<file path="src/rtl/timer_pkg.sv">
// Shared definitions for the multi-channel 100 ms timer scheduler.
package timer_pkg;

    // Default channel count and duration width (duration counted in 100 ms ticks).
    localparam int NUM_CH = 4;
    localparam int CNT_W  = 8;

    // Per-channel timer state.
    typedef enum logic {
        ST_IDLE = 1'b0,
        ST_RUN  = 1'b1
    } ch_state_t;

endpackage : timer_pkg

</file>
<file path="src/rtl/timer_channel.sv">
// One timer channel: IDLE/RUN state machine plus a down-counter of 100 ms ticks.
// Cancel beats load, load beats tick, so a reload never produces an expire.
module timer_channel #(
    parameter int CNT_W = timer_pkg::CNT_W
) (
    input  logic             clk,
    input  logic             rst,
    input  logic             tick,
    input  logic             load,
    input  logic             cancel,
    input  logic [CNT_W-1:0] dur,
    output logic             busy,
    output logic             expire
);
    import timer_pkg::*;

    ch_state_t        state_reg, state_next;
    logic [CNT_W-1:0] cnt_reg, cnt_next;
    logic             expire_reg, expire_next;

    // State, counter and expire pulse registers.
    always_ff @(posedge clk) begin
        if (rst) begin
            state_reg  <= ST_IDLE;
            cnt_reg    <= '0;
            expire_reg <= 1'b0;
        end else begin
            state_reg  <= state_next;
            cnt_reg    <= cnt_next;
            expire_reg <= expire_next;
        end
    end

    // Next-state logic: cancel aborts silently, a load (re)starts the count,
    // ticks only count while running and not in the load cycle.
    always_comb begin
        state_next  = state_reg;
        cnt_next    = cnt_reg;
        expire_next = 1'b0;
        if (cancel) begin
            state_next = ST_IDLE;
            cnt_next   = '0;
        end else if (load) begin
            state_next = ST_RUN;
            cnt_next   = (dur == '0) ? CNT_W'(1) : dur;
        end else begin
            case (state_reg)
                ST_RUN: begin
                    if (tick) begin
                        if (cnt_reg == CNT_W'(1)) begin
                            state_next  = ST_IDLE;
                            cnt_next    = '0;
                            expire_next = 1'b1;
                        end else begin
                            cnt_next = cnt_reg - CNT_W'(1);
                        end
                    end
                end
                default: begin
                    state_next = ST_IDLE;
                end
            endcase
        end
    end

    assign busy   = (state_reg == ST_RUN);
    assign expire = expire_reg;

endmodule : timer_channel

</file>
<file path="src/rtl/timer_scheduler.sv">
// Fixed-priority start arbiter (lowest index wins) feeding NUM_CH timer channels.
module timer_scheduler #(
    parameter int NUM_CH = timer_pkg::NUM_CH,
    parameter int CNT_W  = timer_pkg::CNT_W
) (
    input  logic                    clk,
    input  logic                    rst,
    input  logic                    tick_100ms,
    input  logic [NUM_CH-1:0]       start_req,
    input  logic [NUM_CH*CNT_W-1:0] start_dur,
    input  logic [NUM_CH-1:0]       cancel,
    output logic [NUM_CH-1:0]       start_ack,
    output logic [NUM_CH-1:0]       busy,
    output logic [NUM_CH-1:0]       expire
);
    import timer_pkg::*;

    logic [NUM_CH-1:0] ack_reg;
    logic [NUM_CH-1:0] eligible;
    logic [NUM_CH-1:0] grant;

    // A request already being acked this cycle is still held by its requester,
    // so it must not win again; a cancelled channel sits out this cycle.
    assign eligible = start_req & ~ack_reg & ~cancel;

    // Isolate the lowest set bit: one grant per cycle, lowest index first.
    assign grant = eligible & (~eligible + NUM_CH'(1));

    // Grant pulse register: ack is visible in the cycle after the grant edge.
    always_ff @(posedge clk) begin
        if (rst) begin
            ack_reg <= '0;
        end else begin
            ack_reg <= grant;
        end
    end

    assign start_ack = ack_reg;

    generate
        for (genvar gi = 0; gi < NUM_CH; gi++) begin : g_ch
            timer_channel #(
                .CNT_W (CNT_W)
            ) u_ch (
                .clk    (clk),
                .rst    (rst),
                .tick   (tick_100ms),
                .load   (grant[gi]),
                .cancel (cancel[gi]),
                .dur    (start_dur[gi*CNT_W +: CNT_W]),
                .busy   (busy[gi]),
                .expire (expire[gi])
            );
        end
    endgenerate

endmodule : timer_scheduler
</file>
<file path="config.mk">
export PLATFORM = sky130hd
export DESIGN_NAME = timer_scheduler
export DESIGN_NICKNAME = d
export VERILOG_FILES = /design/src/rtl/timer_pkg.sv /design/src/rtl/timer_channel.sv /design/src/rtl/timer_scheduler.sv
export SDC_FILE = /design/constraint.sdc
export NUM_CORES = 1
export LEC_CHECK = 0
export CAP_MARGIN = 20
export CORE_ASPECT_RATIO = 1.4
export CORE_MARGIN = 3
export CORE_UTILIZATION = 35
export CTS_BUF_LIST = sky130_fd_sc_hd__clkbuf_4 sky130_fd_sc_hd__clkbuf_8 sky130_fd_sc_hd__clkbuf_16
export CTS_CLUSTER_DIAMETER = 50
export CTS_CLUSTER_SIZE = 24
export DETAILED_ROUTE_END_ITERATION = 16
export GPL_TIMING_DRIVEN = 0
export HOLD_SLACK_MARGIN = 0.1
export PLACE_DENSITY = 0.59
export SYNTH_ARGS = -nofsm -noshare
export SYNTH_HDL_FRONTEND = slang
export SYNTH_HIERARCHICAL = 1
export SYNTH_SLANG_ARGS = --single-unit
</file>
<file path="constraint.sdc">
create_clock -name clk -period 2.5 [get_ports clk]
set_input_delay 0.625 -clock clk [delete_from_list [all_inputs] [get_ports clk]]
set_output_delay 0.625 -clock clk [all_outputs]
set_load 0.005 [all_outputs]
</file>
After elaboration in Yosys (flattened, before gate mapping). Index checks and enable logic that the tools add are counted.

Bits in registers: 44. Word-level logic and storage cells: 97.

Add/sub/neg operators: 5. Equal/unequal tests: 4. Mux-type cells: 40. Bitwise logic cells: 11. Reductions and logical operators: 24.

Operator list (number): $mux W8 (20); $eq A8 B1 Y1 const B (4); $logic_not A8 Y1 (4); $sub A8 B1 Y8 const B (4); $mux W1 (20); $reduce_or A5 Y1 (4); $reduce_bool A2 Y1 (8); $and A4 B4 Y4 (3); $not A4 Y4 (3); $reduce_and A2 Y1 (4); $reduce_or A2 Y1 (4); $not A1 Y1 (5); $add A4 B1 Y4 const B (1).

Longest topological paths before layout. Gate-level depths: netlist (run 1).

Word-level depth: 8. Depth in mapped cells: 8. Mapped depth without buffers: 7.

Hierarchy. The synthesis (run 1) kept the hierarchy.

By module, submodules not included: timer_channel (instances 4, cells an instance 76, area each 623.1 um^2); timer_scheduler (instances 1, cells an instance 18, area each 178.9 um^2).

Least setup slack after synthesis (run 1). Ideal clock, no wire load.

Kind: in2reg. Start point: input cancel[1]. End point: register g_ch[1].u_ch.cnt_reg[0]. Library setup time: 0.129 ns. Data arrival time: 1.889 ns. Required time: 2.371 ns. Slack: 0.482 ns. Stages: 6. Buffers on the path: 2. Cell sequence: or3b_4 -> nor2_1 -> clkbuf_1 -> clkbuf_1 -> nor3b_1 -> nor3_1.

Cells in the longest elaborated chain, start to end: 7. Elaborated cells on any way between the ends: 10.

RTL lines: from (decl) (RTL line timer_scheduler.sv:11) `input logic [NUM_CH-1:0] cancel,`; $not A4 Y4 * (RTL line timer_scheduler.sv:24) `assign eligible = start_req & ~ack_reg & ~cancel;`; $and A4 B4 Y4 * (RTL line timer_scheduler.sv:24); $not A4 Y4 (RTL line timer_scheduler.sv:27) `assign grant = eligible & (~eligible + NUM_CH'(1));`; $add A4 B1 Y4 (RTL line timer_scheduler.sv:27); $and A4 B4 Y4 * (RTL line timer_scheduler.sv:27); via grant[1] (RTL line timer_scheduler.sv:20) `logic [NUM_CH-1:0] grant;`; $reduce_bool A2 Y1 (no source line); $reduce_and A2 Y1 (no source line); to (signal assigned) (RTL line timer_channel.sv:29) `cnt_reg <= cnt_next;`; to (decl) (RTL line timer_channel.sv:18) `logic [CNT_W-1:0] cnt_reg, cnt_next;`.

Mark *: on every way through the listed nets, which the timed path passes. The rest lies on a longest branch. A chain may end at the register's enable or synchronous reset.

Worst setup path in the final report (run 1).
Start point: input cancel[2]. End point: register g_ch[2].u_ch.cnt_reg[0].

Cells in the longest elaborated chain, start to end: 7. Elaborated cells on any way between the ends: 10.

RTL lines (RTL line): $not A4 Y4 * (timer_scheduler.sv:24); $and A4 B4 Y4 * (timer_scheduler.sv:24); $not A4 Y4 (timer_scheduler.sv:27); $add A4 B1 Y4 (timer_scheduler.sv:27); $and A4 B4 Y4 * (timer_scheduler.sv:27); via grant[2] (timer_scheduler.sv:20); $reduce_bool A2 Y1 (no source line); $reduce_and A2 Y1 (no source line); to (signal assigned) (timer_channel.sv:29); to (decl) (timer_channel.sv:18).

Marks and branches as above.

==> summary.md, run 1 <==
| Metric | Value |
|---|---|
| GRT Overall Usage | `0.159` |
| Share of flip-flops with an asynchronous set or reset | `0` |
| Setup violations, final | `0` |
| Post-synth EDFFs | `0` |
| Fmax | `423 MHz` |
| Vias in the first global route | `about 2400` |
| Synth-to-Final Area Change | `28.6%` |
| LEAKAGE | `1.19 nW` |
| Mapped cell area | `2670 sq um` |
| Yosys reg bits | `44` |
| Syn avg cell area | `8.30 sq um` |
| Dpl cells | `473` |
| Pre-CTS WS | `-296 ps` |
| Syn Nets | `373` |
| Core area | `7410 sq um` |
| Layout cells sized above 1 | `0.0729` |
| RR Startpoint | `start_ack[2]$_SDFF_PP0_` |
| First-pass iteration count of the detailed router | `4` |
| Largest net degree at the start of global routing | `21` |
| Crit path launch | `cancel[2]` |
| Seq/Total Area, Yosys | `0.330` |
| Final Cycle Share | `0.947` |
| ANT nets after route | `0` |
| Min cycle time layout | `2370 ps` |
| Setup TNS Final | `0 ps` |
| Final core occ | `0.464` |
| TritonCTS Buffers | `5` |
| Relative slew slack | `0.505` |
| Drt total wl | `6820 um` |
| Die Wd | `79.8 um` |
| Synth Flop Type | `dfxtp_1` |
| Largest register FFs | `32` |
| GPL Wtd Cong | `0.857` |
| Post-CTS Resized | `0` |
| CTS root buf | `clkbuf_8` |
| CP Data Required Time | `between 2000 and 3000 ps` |
| Max Slew Vio Count | `0` |
| Unrepaired setup endpoints after global routing | `false` |
| Global-route wire length before repair | `11200 um` |
| Register Area | `881 sq um` |
| Total die area | `a little under 9000 sq um` |
| DR vias/cell | `5.32` |
| Area of the multi-input gates | `1700 sq um` |
| Critical Path AT | `between 2000 and 3000 ps` |
| Worst Hold Class | `flip-flop to flip-flop` |
| Slew @ Worst Pin | `approximately 740 ps` |
| Max-Cap Viols | `0` |
| DRC viols | `0` |
| Distinct cells, synth | `32` |
| Clk sinks | `44` |
| # nets final | `roughly 430` |
| Kind of critical path | `input port to flip-flop` |
| Starting Density | `0.361` |
| VDD IR max | `0.000208 V` |
| DR vias | `2557` |
| IO Port Bufs | `54` |
| Status | `complete, no violations` |
| Initial detailed-routing violation count | `115` |
| Routed WL per cell | `14.2 um` |
| Insertion delay to the later sink of the worst-skew pair | `290 ps` |
| CP Max Fanout | `10` |
| Crit path capture type | `flip-flop` |
| Fillers | `751` |
| Synth area leader | `dfxtp_1` |
| Main area contributors after synthesis | `dfxtp_1 33%, a21oi_1 5.2%, xnor2_1 5.2%, nor2_1 4.1%, ha_1 3.7%` |
| CTS tree | `done` |
| Hold Fails Final Rpt | `0` |
| Synth Instances | `322` |
| Initial antenna violation count | `0` |
| Min-delay src | `start_ack[2]$_SDFF_PP0_` |
| Chip Height | `between 100 and 150 um` |
| Final worst setup slack | `133 ps` |
| Post-CTS Setup Inserts | `0` |
| Number of diodes | `0` |
| Fin cells | `481` |
| Synth top area share | `0.330` |
| Startpoint types | `input port` |
| PwrDens | `448 nW/um^2` |
| Post-DP HPWL | `about 5200 um` |
| Clock slew seen by the registers of the worst setup and hold paths | `90 ps` |
| Total grt overflow | `0` |
| FP Rows | `37` |
| Clk buf depth | `2` |
| Synth warn | `6` |
| Clk_skew | `slightly below 6 ps` |
| H-tree Lvls | `2` |
| IO Pins | `55` |
| CTS Hold Bufs | `0` |
path summary, 6_finish.rpt:
check / to / slack [ps] / cells past startpoint
max: g_ch[2].u_ch/cnt_reg[0]$_SDFFE_PP0P_ / 130 / 7
max reg2reg: g_ch[2].u_ch/cnt_reg[0]$_SDFFE_PP0P_ / 580 / 6
min reg2reg: start_ack[2]$_SDFF_PP0_ / 570 / 2
min: start_ack[2]$_SDFF_PP0_ / 570 / 2
critical path: stages:
cell and delay (ps):
clkdlybuf4s50_1 440, or3b_4 420, nor2_1 120, clkbuf_1 330
clkbuf_2 300, nor3b_1 220, nor3_1 70
per-stage QoR:
stage	hold slack [ps]	cell area [sq um]	power [mW]
3_3_place_gp	544	3330	1.08
2_1_floorplan	530	2670	0.946
6_report	568	3430	1.54
3_5_place_dp	552	3330	1.08
5_1_grt	586	3430	1.63
4_1_cts	570	3430	1.56
layout make-up:
class / instances / share of cell area
clock inverter: 2 / 0.00291
tap: 97 / 0.0353
inverter: 9 / 0.0102
multi-input combinational: 253 / 0.494
clock buffer: 6 / 0.0240
buffer: 16 / 0.0193
timing repair buffer: 54 / 0.158
sequential: 44 / 0.256
cell usage in the layout, fill, tap and decap left out, types with 2 or more instances in the layout:
master | Yosys | layout
clkdlybuf4s50_1 | 0 | 53
dfxtp_1 | 44 | 44
nor2_1 | 29 | 29
a21oi_1 | 28 | 28
nand2_1 | 24 | 24
xnor2_1 | 16 | 16
nand3_1 | 13 | 13
nor3b_1 | 12 | 12
or4_1 | 12 | 12
clkbuf_1 | 16 | 11
nor3_1 | 9 | 9
inv_1 | 8 | 8
o21ai_1 | 8 | 8
or3_1 | 8 | 8
and3b_1 | 8 | 8
o22ai_1 | 8 | 8
nand3b_1 | 8 | 8
a31oi_1 | 8 | 8
nor4_1 | 8 | 8
a211oi_1 | 8 | 8
ha_1 | 8 | 8
clkbuf_8 | 0 | 6
clkbuf_2 | 0 | 5
nor4_4 | 4 | 4
or2_0 | 4 | 4
nor4_2 | 4 | 4
mux2i_1 | 4 | 4
and2_1 | 4 | 4
o21ai_0 | 4 | 4
a311oi_1 | 4 | 4
and4bb_1 | 4 | 4
or3b_4 | 3 | 3
clkinv_2 | 1 | 3
nor3_2 | 2 | 2
synth_stat cells, drive strengths merged, types with 4 or more instances:
cell     n
or3      8
o21ai   12
o22ai    8
nand2   25
and2     4
mux2i    4
a311oi   4
xnor2   16
a211oi   8
and3b    8
nor3    11
nand3   13
nand3b   8
and4bb   4
nor3b   12
dfxtp   44
a31oi    8
nor4    16
a21oi   28
clkbuf  16
or2      4
ha       8
inv      8
nor2    29
or4     12
where the power goes:
group | switching [mW] | internal, mW
combinational | 0.147 | 0.172
sequential | 0.0279 | 0.719
clock | 0.251 | 0.221
total | 0.426 | 1.11
kinds of logic (layout without fill, tap and decap cells):
logic type	Yosys count	in the layout	synth area share
fa+ha+maj	8	8	0.0375
buf+inv	25	87	0.0356
xor+xnor	16	16	0.0525
flops	44	44	0.330
compound gates	68	68	0.148
mux	4	4	0.0150
simple gates	157	157	0.382
per-layer routing:
metal | part of all wire | wire length [um] | vias up | GRT usage
met5 | 0 | 0 | - | 0
met4 | 0.024 | 167 | 0 | 0.0592
met3 | 0.036 | 245 | 13 | 0.0311
met2 | 0.48 | 3270 | 50 | 0.272
met1 | 0.46 | 3140 | 1184 | 0.199
li1 | - | - | 1310 | -
Power figures use the tool's default switching activity.
==> inputs of run 2 (changes only) <==
--- a/config.mk
+++ b/config.mk
@@ -6,5 +6,4 @@
 export NUM_CORES = 1
 export LEC_CHECK = 0
-export CAP_MARGIN = 20
 export CORE_ASPECT_RATIO = 1.4
 export CORE_MARGIN = 3
@@ -14,5 +13,4 @@
 export CTS_CLUSTER_SIZE = 24
 export DETAILED_ROUTE_END_ITERATION = 16
-export GPL_TIMING_DRIVEN = 0
 export HOLD_SLACK_MARGIN = 0.1
 export PLACE_DENSITY = 0.59
==> constraint.sdc (replaced) <==
create_clock -name clk -period 2.5 [get_ports clk]
set_input_delay 0.5 -clock clk [delete_from_list [all_inputs] [get_ports clk]]
set_output_delay 0.5 -clock clk [all_outputs]
set_load 0.005 [all_outputs]
==> run 2 against run 1 <==
Net effect:
- power fell by 1.2%
- count of clock-buffer cells in the layout unchanged
- die area unchanged
- maximum frequency increased by 10%
- non-clock buffer count increased by 1
- clock skew about the same
- largest cell class unchanged
==> summary.md, run 2 (synthesis gave the netlist of run 1 again) <==
| Metric | Value |
|---|---|
| IO Port Bufs | `54 (unchanged)` |
| Fin cells | `481 (unchanged)` |
| CP Data Required Time | `2740 ps (+70 ps)` |
| Register Area | `881 sq um (unchanged)` |
| Total grt overflow | `0 (unchanged)` |
| Relative slew slack | `0.532 (+0.0271)` |
| Kind of critical path | `input port to flip-flop` |
| Vias in the first global route | `2452 (+2.1%)` |
| Placed Area | `3400 sq um (+2.0%)` |
| Starting Density | `0.361 (unchanged)` |
| Post-CTS Resized | `0 (unchanged)` |
| Clk network pwr share | `0.293 (-0.014)` |
| Sequential Power Share | `0.492 (+0.006)` |
| Finished layout cell area | `3480 sq um (+1.4%)` |
| DRC viols | `0 (unchanged)` |
| CP Max Fanout | `16 (+6)` |
| PwrDens | `436 nW/um^2 (-2.5%)` |
| CP bufs+invs | `2 (-1)` |
| FP Rows | `37 (unchanged)` |
| GRT Overall Usage | `0.167 (+0.00733)` |
| FF-to-FF setup slack | `660 ps (+80 ps)` |
| Drt total wl | `6810 um (-0.16%)` |
| Met3 Track Usage GR | `0.0303 (-0.000820)` |
| Met1 Use GR | `0.209 (+0.0105)` |
| Setup TNS Final | `0 ps (unchanged)` |
| H-tree Lvls | `2 (unchanged)` |
| Clock slew seen by the registers of the worst setup and hold paths | `80 ps (about the same)` |
| Dpl cells | `474 (+0.21%)` |
| First-pass iteration count of the detailed router | `4 (unchanged)` |
| IO Pins | `55 (unchanged)` |
| Worst Hold Depth | `2 (unchanged)` |
| Chip Height | `109 um (unchanged)` |
| Area of the multi-input gates | `1700 sq um (unchanged)` |
| Min cycle time layout | `2150 ps (-221 ps)` |
| Routed WL per cell | `14.2 um (-0.16%)` |
| Post-CTS Setup Inserts | `0 (unchanged)` |
| Switching Share | `0.274 (-0.00270)` |
| Unrepaired setup endpoints after global routing | `false` |
| Initial detailed-routing violation count | `76 (-34%)` |
| Pint | `1.10 mW (-0.81%)` |
| Layout cells sized above 1 | `0.102 (+0.0286)` |
| Largest net degree at the start of global routing | `22 (+4.8%)` |
| Crit path capture type | `flip-flop` |
| Final Cycle Share | `0.859 (-0.0882)` |
| ANT nets after route | `0 (unchanged)` |
| Initial antenna violation count | `0 (unchanged)` |
| Worst Hold Class | `flip-flop to flip-flop` |
| LEAKAGE | `1.22 nW (+2.7%)` |
| GPL Wtd Cong | `0.864 (+0.84%)` |
| Global route hottest layer | `met2` |
| Fillers | `752 (+0.13%)` |
| Startpoint types | `input port` |
| DR vias/cell | `5.31 (-0.12%)` |
| Most frequent cells in the layout | `54 x clkdlybuf4s50_1, 44 x dfxtp_1, 29 x nor2_1` |
| Clk sinks | `44 (unchanged)` |
| Stages on worst setup path | `7 (unchanged)` |
| TritonCTS Buffers | `5 (unchanged)` |
| Critical Path AT | `2380 ps (-160 ps)` |
| Setup violations, final | `0 (unchanged)` |
| Hold Fails Final Rpt | `0 (unchanged)` |
| Global-route wire length before repair | `11500 um (+3.3%)` |
| Worst reg-to-reg path cell count | `6 (unchanged)` |
| Final core occ | `0.470 (+0.00642)` |
| Total die area | `8730 sq um (unchanged)` |
| Logic gate share of total power | `0.215 (+0.008)` |
| Largest register FFs | `32 (unchanged)` |
| Clk_skew | `5.61 ps (-0.224 ps)` |
| Slowest-stage cell, CP | `or4_1` |
| Most common cell after layout, fill and taps aside | `clkdlybuf4s50_1` |
| Slew @ Worst Pin | `700 ps (-40.9 ps)` |
| Max Slew Vio Count | `0 (unchanged)` |
| DR vias | `2554 (-0.12%)` |
| GR Layer Usage met2 | `0.281 (+0.00956)` |
| Number of diodes | `0 (unchanged)` |
| Synth-to-Final Area Change | `30.4%` |
| Insertion delay to the later sink of the worst-skew pair | `300 ps (about the same)` |
| Top Family by Delay on Critical Path | `simple AND/OR/NAND/NOR gates` |
| # nets final | `435 (+0.23%)` |
| CTS Hold Bufs | `0 (unchanged)` |
| Die Wd | `79.8 um (unchanged)` |
| CTS root buf | `clkbuf_8` |
| Post-DP HPWL | `5250 um (+1.8%)` |
| Core area | `7410 sq um (unchanged)` |
| Switch Pwr | `417 uW (-2.1%)` |
| CTS tree | `done` |
| Fmax | `466 MHz (+10%)` |
| Worst path cell trace | `clkdlybuf4s50_1 -> or3b_4 -> nand2_4 -> nor2_1 -> buf_4 -> or4_1 -> a31oi_1` |
| Largest stage delay, worst path | `530 ps (+90 ps)` |
| Clk buf depth | `2 (unchanged)` |
| Max-Cap Viols | `0 (unchanged)` |
| Status | `complete, no violations` |
| VDD IR max | `0.000177 V (-15%)` |
==> run 2: through the flow <==
stage	power (mW)	hold WS, ps	worst slack (ps)
after floorplan	0.946	530	607
after global placement	1.09	551	78.3
after detailed placement	1.09	560	40.8
after CTS	1.54	573	354
after global routing	1.61	588	28.5
final	1.52	577	354
==> run 2: final timing paths <==
| check | from | end |
|---|---|---|
| setup / recovery | cancel[0] | g_ch[2].u_ch/cnt_reg[2]$_SDFFE_PP0P_ |
| hold / removal | start_ack[1]$_SDFF_PP0_ | start_ack[1]$_SDFF_PP0_ |
| hold reg to reg | start_ack[1]$_SDFF_PP0_ | start_ack[1]$_SDFF_PP0_ |
| setup reg to reg | g_ch[3].u_ch/cnt_reg[1]$_SDFFE_PP0P_ | g_ch[3].u_ch/cnt_reg[2]$_SDFFE_PP0P_ |
==> run 2: power by group through the flow <==
| stage | Clock [mW] | Combinational, mW | Sequential, mW |
|---|---|---|---|
| 4_1_cts | 0.468 | 0.330 | 0.747 |
| 6_report | 0.446 | 0.327 | 0.747 |
| 3_5_place_dp | 0 | 0.329 | 0.763 |
| 5_1_grt | 0.495 | 0.366 | 0.750 |
| 3_3_place_gp | 0 | 0.327 | 0.763 |
| 2_1_floorplan | 0 | 0.188 | 0.758 |
==> run 2: final cells by class <==
| cell class | count | share of cell area |
|---|---|---|
| multi-input cells | 253 | 0.487 |
| clock inverters | 1 | 0.00144 |
| repair buffers | 71 | 0.192 |
| well taps | 97 | 0.0349 |
| inverters | 9 | 0.0101 |
| clock buffers | 6 | 0.0219 |
| flip-flops and latches | 44 | 0.253 |
==> run 2: tightest hold or removal path, cell delays in order (launching register included) <==
cell	delay (ps)
dfxtp_1	340
or3b_4	160
nor3_2	40
==> run 2: metal layers <==
metal / up-vias / part of all wire
li1: 1315 / -
met1: 1171 / 0.44
met2: 55 / 0.49
met3: 13 / 0.041
met4: 0 / 0.027
met5: - / 0
==> inputs of run 3 (changes only) <==
Clock period 2.5 ns to 2.42 ns, I/O delays scaled along.
==> run 3 against run 2 <==
Net effect:
- cell count grew 1.5%
- via count increased by 1.8%
- critical path depth unchanged
- combinational power grew 8.0%
- register-to-register slack got worse by 90 ps
- setup slack got worse by 90 ps
- core utilization increased by 1.1 points
- critical path type unchanged
- non-clock buffer count rose by 6
- first-iteration DRC count rose by 32%
- flip-flop and latch count did not move
- count of clock-buffer cells in the layout unchanged
==> summary.md, run 3 (synthesis gave the netlist of run 1 again) <==
| Metric | Value |
|---|---|
| Post-DP HPWL | `5450 um (+3.9%)` |
| Overall Power | `1.62 mW (+6.7%)` |
| Chip Height | `109 um (unchanged)` |
| Largest net degree at the start of global routing | `22 (unchanged)` |
| CTS Hold Bufs | `0 (unchanged)` |
| Clock slew seen by the registers of the worst setup and hold paths | `90 ps (about the same)` |
| LEAKAGE | `1.27 nW (+3.6%)` |
| Starting Density | `0.361 (unchanged)` |
| Most common cell after layout, fill and taps aside | `clkdlybuf4s50_1` |
| Core area | `7410 sq um (unchanged)` |
| VDD IR max | `0.000214 V (+21%)` |
| Critical Path AT | `2380 ps (about the same)` |
| Max Slew Vio Count | `0 (unchanged)` |
| Drt total wl | `7070 um (+3.9%)` |
| Worst Hold Class | `flip-flop to flip-flop` |
| Largest register FFs | `32 (unchanged)` |
| Routed WL per cell | `14.5 um (+2.4%)` |
| Relative slew slack | `0.559 (+0.0269)` |
| Post-CTS Resized | `0 (unchanged)` |
| Setup violations, final | `0 (unchanged)` |
| Post-CTS Setup Inserts | `0 (unchanged)` |
| Total grt overflow | `0 (unchanged)` |
| Global-route wire length before repair | `12100 um (+4.8%)` |
| Initial antenna violation count | `0 (unchanged)` |
| Largest stage delay, worst path | `520 ps (about the same)` |
| Insertion delay to the later sink of the worst-skew pair | `300 ps (about the same)` |
| Max-Cap Viols | `0 (unchanged)` |
| Placed Area | `3470 sq um (+2.1%)` |
| CP Data Required Time | `2650 ps (-90 ps)` |
| Clk buf depth | `2 (unchanged)` |
| First-pass iteration count of the detailed router | `4 (unchanged)` |
| Unrepaired setup endpoints after global routing | `false` |
| TritonCTS Buffers | `5 (unchanged)` |
| Worst Hold Depth | `2 (unchanged)` |
| DR vias | `2601 (+1.8%)` |
| Worst reg-to-reg path cell count | `6 (unchanged)` |
| Status | `complete, no violations` |
| IO Port Bufs | `54 (unchanged)` |
| Stages on worst setup path | `7 (unchanged)` |
| Finished layout cell area | `3560 sq um (+2.3%)` |
| Number of diodes | `0 (unchanged)` |
| GRT Overall Usage | `0.172 (+0.00495)` |
| Top Family by Delay on Critical Path | `simple AND/OR/NAND/NOR gates` |
| PwrDens | `455 nW/um^2 (+4.3%)` |
| FP Rows | `37 (unchanged)` |
| # nets final | `441 (+1.4%)` |
| Startpoint types | `input port` |
| Synth-to-Final Area Change | `33.4%` |
| Total die area | `8730 sq um (unchanged)` |
| IO Pins | `55 (unchanged)` |
| Clk sinks | `44 (unchanged)` |
| ANT nets after route | `0 (unchanged)` |
| Min cycle time layout | `2160 ps` |
| H-tree Lvls | `2 (unchanged)` |
| CP Max Fanout | `12 (-4)` |
| Final Cycle Share | `0.891` |
| Clk_skew | `8.41 ps (+2.80 ps)` |
| DRC viols | `0 (unchanged)` |
| Worst path cell trace | `clkdlybuf4s50_1 -> or3b_4 -> nand2_4 -> nor2_1 -> buf_4 -> or4_1 -> a31oi_1` |
| Slowest-stage cell, CP | `or4_1` |
| Most frequent cells in the layout | `54 x clkdlybuf4s50_1, 44 x dfxtp_1, 29 x nor2_1` |
| Slew @ Worst Pin | `660 ps (-40.3 ps)` |
| Die Wd | `79.8 um (unchanged)` |
| CP bufs+invs | `2 (unchanged)` |
| GPL Wtd Cong | `0.883 (+2.2%)` |
| CTS root buf | `clkbuf_8` |
| Hold Fails Final Rpt | `0 (unchanged)` |
| Kind of critical path | `input port to flip-flop` |
| Initial detailed-routing violation count | `100 (+32%)` |
| Crit path capture type | `flip-flop` |
| Layout cells sized above 1 | `0.118 (+0.0161)` |
| CTS tree | `done` |
| Vias in the first global route | `2579 (+5.2%)` |
| DR vias/cell | `5.33 (+0.38%)` |
| Fmax | `464 MHz` |
| Setup TNS Final | `0 ps (unchanged)` |
run 3: worst reg2reg max path: cells and delay by family, from the launching register on:
family                 cells  cell delay (ps)
and+or+nand+nor            4             1100
DFF                        1              330
buffers and inverters      1              170
AOI/OAI and AO/OA          1              180
run 3: cell type report:
| class | instances | area, sq um |
|---|---|---|
| clock buffer | 6 | 82.6 |
| fill | 749 | 3840 |
| clock inverter | 2 | 10.0 |
| sequential | 44 | 881 |
| multi-input combinational | 253 | 1700 |
| timing repair buffer | 77 | 738 |
| tap | 97 | 121 |
| inverter | 9 | 35.0 |
run 3: final timing paths:
check	start	to	slack, ps
min reg2reg	g_ch[3].u_ch/busy$_SDFF_PP0_	g_ch[3].u_ch/busy$_SDFF_PP0_	580
max	start_req[1]	g_ch[2].u_ch/cnt_reg[2]$_SDFFE_PP0P_	260
max reg2reg	start_ack[1]$_SDFF_PP0_	g_ch[2].u_ch/cnt_reg[2]$_SDFFE_PP0P_	570
min	g_ch[3].u_ch/busy$_SDFF_PP0_	g_ch[3].u_ch/busy$_SDFF_PP0_	580
run 3: report_power, final:
| part | switching, mW | internal (mW) | leakage [nW] |
|---|---|---|---|
| combinational | 0.154 | 0.199 | 0.858 |
| sequential | 0.0291 | 0.743 | 0.357 |
| clock | 0.268 | 0.229 | 0.0510 |
run 3: per-stage QoR:
step / util / worst slack, ps / hold slack [ps] / cells
2_1_floorplan: - / 543 / 530 / 322
3_3_place_gp: 0.469 / 21.5 / 570 / 480
3_5_place_dp: 0.469 / -42.4 / 568 / 480
4_1_cts: 0.481 / 266 / 583 / 488
5_1_grt: 0.481 / 195 / 610 / 488
6_report: 0.481 / 264 / 579 / 488
run 3: per-layer routing:
layer / track usage / wire [um]
met5: 0 / 0
met3: 0.0246 / 208
met4: 0.0543 / 144
met1: 0.215 / 3170
met2: 0.302 / 3550
